`src/rtl/seven_seg_scan_decoder.sv`:
```
// Receive-side monitor for a four-digit multiplexed seven-segment display.
// Rebuilds the displayed 16-bit hex word from the active-low anode/segment lines.
module seven_seg_scan_decoder #(
    parameter int STABLE_CYCLES = 4,
    parameter int TIMEOUT       = 4096
) (
    input  logic        clk,
    input  logic        reset,
    input  logic        an3,
    input  logic        an2,
    input  logic        an1,
    input  logic        an0,
    input  logic        a,
    input  logic        b,
    input  logic        c,
    input  logic        d,
    input  logic        e,
    input  logic        f,
    input  logic        g,
    output logic [15:0] word,
    output logic        word_valid,
    output logic        seg_error,
    output logic        frame_timeout
);

    localparam int CW = $clog2(STABLE_CYCLES + 1);
    localparam int TW = $clog2(TIMEOUT + 1);
    localparam logic [CW-1:0] CNT_MAX = CW'(STABLE_CYCLES);
    localparam logic [TW-1:0] TO_MAX  = TW'(TIMEOUT);

    // Active-low segment pattern {a..g} to {legal, nibble}.
    function automatic logic [4:0] decode_seg(input logic [6:0] seg);
        logic [4:0] r;
        case (seg)
            7'b0000001: r = {1'b1, 4'h0};
            7'b1001111: r = {1'b1, 4'h1};
            7'b0010010: r = {1'b1, 4'h2};
            7'b0000110: r = {1'b1, 4'h3};
            7'b1001100: r = {1'b1, 4'h4};
            7'b0100100: r = {1'b1, 4'h5};
            7'b0100000: r = {1'b1, 4'h6};
            7'b0001111: r = {1'b1, 4'h7};
            7'b0000000: r = {1'b1, 4'h8};
            7'b0000100: r = {1'b1, 4'h9};
            7'b0001000: r = {1'b1, 4'hA};
            7'b1100000: r = {1'b1, 4'hB};
            7'b0110001: r = {1'b1, 4'hC};
            7'b1000010: r = {1'b1, 4'hD};
            7'b0110000: r = {1'b1, 4'hE};
            7'b0111000: r = {1'b1, 4'hF};
            default:    r = {1'b0, 4'h0};
        endcase
        return r;
    endfunction

    function automatic logic [1:0] anode_index(input logic [3:0] an_low);
        logic [1:0] r;
        case (an_low)
            4'b0001: r = 2'd0;
            4'b0010: r = 2'd1;
            4'b0100: r = 2'd2;
            4'b1000: r = 2'd3;
            default: r = 2'd0;
        endcase
        return r;
    endfunction

    logic [10:0]   sample_q, prev_q;
    logic [CW-1:0] cnt_q, cnt_d;
    logic          cap_q, cap_d;
    logic [3:0]    seen_q, seen_d;
    logic [15:0]   slots_q, slots_d;
    logic [15:0]   word_q, word_d;
    logic          word_valid_q, word_valid_d;
    logic          seg_error_q, seg_error_d;
    logic [TW-1:0] to_q, to_d;
    logic          timeout_q;

    logic [3:0]    an_low_s;
    logic          digit_sel_s;
    logic          same_s;
    logic          capture_s;
    logic [4:0]    dec_s;
    logic [1:0]    slot_idx_s;
    logic [3:0]    slot_bit_s;

    assign an_low_s    = ~sample_q[10:7];
    assign digit_sel_s = (an_low_s != 4'b0000) && ((an_low_s & (an_low_s - 4'd1)) == 4'b0000);
    assign same_s      = (sample_q == prev_q);

    // The count describes prev_q, so a capture decodes the sample that was stable.
    assign capture_s  = (cnt_q == CNT_MAX) && !cap_q;
    assign dec_s      = decode_seg(prev_q[6:0]);
    assign slot_idx_s = anode_index(~prev_q[10:7]);
    assign slot_bit_s = 4'b0001 << slot_idx_s;

    // Stability counter and once-per-dwell capture flag.
    always_comb begin
        cnt_d = cnt_q;
        cap_d = cap_q;
        if (digit_sel_s && same_s) begin
            cnt_d = (cnt_q == CNT_MAX) ? cnt_q : cnt_q + CW'(1);
            cap_d = capture_s ? 1'b1 : cap_q;
        end else begin
            cnt_d = digit_sel_s ? CW'(1) : CW'(0);
            cap_d = 1'b0;
        end
    end

    // Slot assembly, frame completion and illegal-pattern reporting.
    always_comb begin
        seen_d       = seen_q;
        slots_d      = slots_q;
        word_d       = word_q;
        word_valid_d = 1'b0;
        seg_error_d  = 1'b0;
        if (capture_s) begin
            if (dec_s[4]) begin
                slots_d[{slot_idx_s, 2'b00} +: 4] = dec_s[3:0];
                if ((seen_q | slot_bit_s) == 4'b1111) begin
                    word_d       = slots_d;
                    word_valid_d = 1'b1;
                    seen_d       = 4'b0000;
                end else begin
                    seen_d = seen_q | slot_bit_s;
                end
            end else begin
                seg_error_d = 1'b1;
            end
        end else begin
            seen_d = seen_q;
        end
    end

    // Frame watchdog, restarted by each delivered word.
    always_comb begin
        to_d = to_q;
        if (word_valid_q) begin
            to_d = TW'(0);
        end else if (to_q == TO_MAX) begin
            to_d = to_q;
        end else begin
            to_d = to_q + TW'(1);
        end
    end

    // State registers; the sample stage idles as blank (all ones).
    always_ff @(posedge clk or posedge reset) begin
        if (reset) begin
            sample_q     <= 11'h7FF;
            prev_q       <= 11'h7FF;
            cnt_q        <= CW'(0);
            cap_q        <= 1'b0;
            seen_q       <= 4'b0000;
            slots_q      <= 16'h0000;
            word_q       <= 16'h0000;
            word_valid_q <= 1'b0;
            seg_error_q  <= 1'b0;
            to_q         <= TW'(0);
            timeout_q    <= 1'b0;
        end else begin
            sample_q     <= {an3, an2, an1, an0, a, b, c, d, e, f, g};
            prev_q       <= sample_q;
            cnt_q        <= cnt_d;
            cap_q        <= cap_d;
            seen_q       <= seen_d;
            slots_q      <= slots_d;
            word_q       <= word_d;
            word_valid_q <= word_valid_d;
            seg_error_q  <= seg_error_d;
            to_q         <= to_d;
            timeout_q    <= (to_d == TO_MAX);
        end
    end

    assign word          = word_q;
    assign word_valid    = word_valid_q;
    assign seg_error     = seg_error_q;
    assign frame_timeout = timeout_q;

endmodule
```
`config.mk`:
```
export PLATFORM = sky130hd
export DESIGN_NAME = seven_seg_scan_decoder
export DESIGN_NICKNAME = d
export VERILOG_FILES = /design/src/rtl/seven_seg_scan_decoder.sv
export SDC_FILE = /design/constraint.sdc
export NUM_CORES = 1
export LEC_CHECK = 0
export CAP_MARGIN = 20
export CORE_MARGIN = 5
export CORE_UTILIZATION = 50
export CTS_CLUSTER_DIAMETER = 200
export DETAILED_ROUTE_END_ITERATION = 10
export GPL_ROUTABILITY_DRIVEN = 0
export PLACE_DENSITY = 0.7
export SYNTH_ARGS = -nofsm -noshare
export SYNTH_HDL_FRONTEND = slang
export SYNTH_SLANG_ARGS = --single-unit
```
`constraint.sdc`:
```
create_clock -name clk -period 3.3 [get_ports clk]
set_input_delay 0.33 -clock clk [delete_from_list [all_inputs] [get_ports clk]]
set_output_delay 0.33 -clock clk [all_outputs]
set_load 0.02 [all_outputs]
```
==> summary.md <==
| Metric | Value |
|---|---|
| R2r startpoint | prev_q[10] |
| First-pass iteration count of the detailed router | 4 |
| Syn nets | 401 |
| Min setup slack post-route | 0.562 ns |
| Final setup vio count | 0 |
| Syn Area/Cell | 10.6 um2 |
| Tmin final | 2.74 ns |
| Area leader, netlist | dfrtp_1 |
| Worst-path maximum fanout | 20 |
| Number of max-cap violations | 0 |
| Clock skew | 0.0127 ns |
| Most numerous cell in the Yosys netlist | dfrtp_1 |
| Cts bufs inserted | 9 |
| Filler Cell Count | 660 |
| CP bufs+invs | 1 |
| Synth cell types | 58 |
| Cells after DPL | 498 |
| Startpoint Class | register |
| IO buf count | 31 |
| Num Clock Sinks | 78 |
| Placement Setup Slack | 0.585 ns |
| Maximum VDD drop | 0.000352 V |
| Design Power | 1.81 mW |
| Slew @ Worst Pin | 0.535 ns |
| Setup TNS | 0 ns |
| Final hold vios | 0 |
| N_diodes | 0 |
| Final non-filler cell total | 513 |
| Post-CTS setup buffers | 0 |
| Root Buffer | clkbuf_8 |
| R2r setup slk | 0.56 ns |
| Core area | 7770 um2 |
| Clock insertion delay at the later pin of the skew report | 0.34 ns |
| Crit path arrival time | 2.97 ns |
| Slowest stage delay, CP | 0.57 ns |
| Drt via density | 5.40 |
| Status | finished clean |
| #FFs+latches synth | 78 |
| Max-slew violation count | 0 |
| Share of layout cells above drive strength 1 | 16.8% |
| Starting Density | 51.5% |
| Slowest stage cell, crit path | dfstp_2 |
| Max Clk Rate | 365 MHz |
| Chip width | 99.5 um |
| Setup crit start | prev_q[10] |
| Post-synth top cells | dfrtp_1 (56), nor2_1 (43), inv_1 (25) |
| Mapped cell area | 4000 um2 |
| CTS tree | done |
| Post-synth EDFFs | 0 |
| GRT Util Overall | 17.1% |
| Power density cells | 396 nW/um2 |
| Largest net degree at the start of global routing | 44 |
| Top cell type's share of synthesized area | 35.0% |
| Worst slew margin | 64.1% |
| # hold bufs at CTS | 0 |
| Routed wire length | 7670 um |
| DRC Markers | 0 |
| Die Footprint | 9900 um2 |
| RSZ-0062 raised after global routing | false |
| Die Y | 99.5 um |
| Detail Route Antenna Nets | 0 |
| Hold endpoint | prev_q[1] |
| Initial antenna violation count | 0 |
| # rows | 32 |
| Crit path cell chain | xor2_1, nand3_1, inv_1, ha_1, o22ai_1, nor2_1, and2_4, mux2_1 |
| Leak | 1.90 nW |
| Final worst path period share | 83.0% |
| FF-to-FF path depth | 8 |
| Dominant synthesized flop cell | dfrtp_1 |
| Cell family with most CP delay | simple AND/OR/NAND/NOR gates |
| Grt total ovfl | 0 |
| Longest Clk Path Bufs | 2 |
| Mapped Cells | 378 |
| Detailed-route via count | 2769 |
| Reg2reg end | word[15] |
| Sequential area share after synthesis | 49.4% |
| Synth area leaders | dfrtp_1 (35%), dfstp_2 (14%), xnor2_1 (4.6%) |
| Resize count post-CTS | 0 |
| Crit path kind | register to register |
| Post-DP HPWL | 5340 um |
| Number of DRC markers in iteration 0 | 130 |
| CP Data Required Time | 3.53 ns |
| Vias in the first global route | 2756 |
| Post-synth ARST share | 100% |
| Ports | 32 |
| Htree depth | 3 |
| Yosys warnings | 0 |
| Routed wire length per instance | 15.0 um |
| CP endpoint kind | register |
| CTS clock-pin slew for the worst setup and hold paths | 0.08 ns |
| Final nets | 430 |
| Hold wc startpoint | sample_q[1] |
| Hold Path Class | register to register |
| Finished Core Util | 58.7% |
| Area Overhead vs Synth | 13.9% |
| Hold Path Depth | 0 |
| First-pass GRT wire length | 13600 um |
-- placed cells by master, fill, tap and decap left out, types with 4 or more instances in the layout --
master,synthesis,final
a21oi_1,13,13
a22o_1,4,4
buf_4,1,4
clkbuf_8,0,9
clkdlybuf4s50_1,0,31
dfrtp_1,56,56
dfstp_2,22,22
ha_1,10,10
inv_1,25,24
mux2_1,7,7
mux2_2,8,8
mux2_4,8,8
nand2_1,19,19
nand2b_1,4,4
nand3_1,15,15
nand4_1,6,6
nor2_1,43,43
nor3_1,12,12
o21ai_0,5,5
o22ai_1,15,15
o2bb2ai_1,7,7
xnor2_1,21,21
xor2_1,6,6
-- sequential cells by signal (all words and copies together), names as in the netlist, 3 cells and up --
signal    flops
prev_q       11
to_q         13
slots_q      16
cnt_q         3
seen_q        4
sample_q     11
word         16
-- worst register-to-register path, stage by stage, from the launching register on --
cell,delay (ns)
dfstp_2,0.57
xor2_1,0.15
nand3_1,0.25
inv_1,0.27
ha_1,0.34
o22ai_1,0.14
nor2_1,0.17
and2_4,0.37
mux2_1,0.38
-- area by class of cell --
| class | instances | area [um2] | area share [%] |
|---|---|---|---|
| clock buffer | 9 | 124 | 2.72 |
| clock inverter | 6 | 62.6 | 1.37 |
| inverter | 25 | 93.8 | 2.06 |
| multi-input combinational | 258 | 1830 | 40.2 |
| sequential | 78 | 1980 | 43.4 |
| tap | 102 | 128 | 2.80 |
| timing repair buffer | 35 | 340 | 7.46 |
-- where the power goes --
part	total [mW]	switching (mW)	leakage, nW	internal [mW]
clock network	0.688	0.343	0.0992	0.345
logic	0.110	0.0616	0.798	0.0486
registers	1.01	0.0275	0.999	0.982
total	1.81	0.432	1.90	1.38
-- how the worst max path moves through the flow --
stage                     to  slack (ns)  cells after the start
floorplan           word[10]        0.97                     10
global placement    word[11]        0.72                      8
detailed placement  word[15]        0.58                      8
CTS                 word[15]        0.58                      8
global route         word[5]        0.33                      8
finish              word[15]        0.56                      8
-- metal layers --
| metal | vias to the layer above | share of wire (%) | GRT usage [%] |
|---|---|---|---|
| li1 | 1380 | - | - |
| met1 | 1329 | 48 | 24.1 |
| met2 | 51 | 47 | 25.7 |
| met3 | 9 | 3.0 | 3.09 |
| met4 | 0 | 1.4 | 7.77 |
| met5 | - | 0 | 0 |
-- per-stage QoR --
step,cell area [um2],hold WS (ns)
after floorplan,4000,0.334
after global placement,4380,0.363
after global routing,4560,0.363
after CTS,4560,0.363
final,4560,0.366
after detailed placement,4380,0.364
-- cell families (layout without fill, tap and decap cells) --
group,after synthesis,count (layout),share of synthesized area (%)
AOI/OAI and AO/OA,62,62,11.3
muxes,26,26,7.97
xor gates and xnor gates,27,27,5.91
DFF,78,78,49.4
buffers and inverters,42,75,4.75
and+or+nand+nor,133,133,17.5
adders and majority gates,10,10,3.13
No activity file was read; power rests on OpenSTA's default activity.
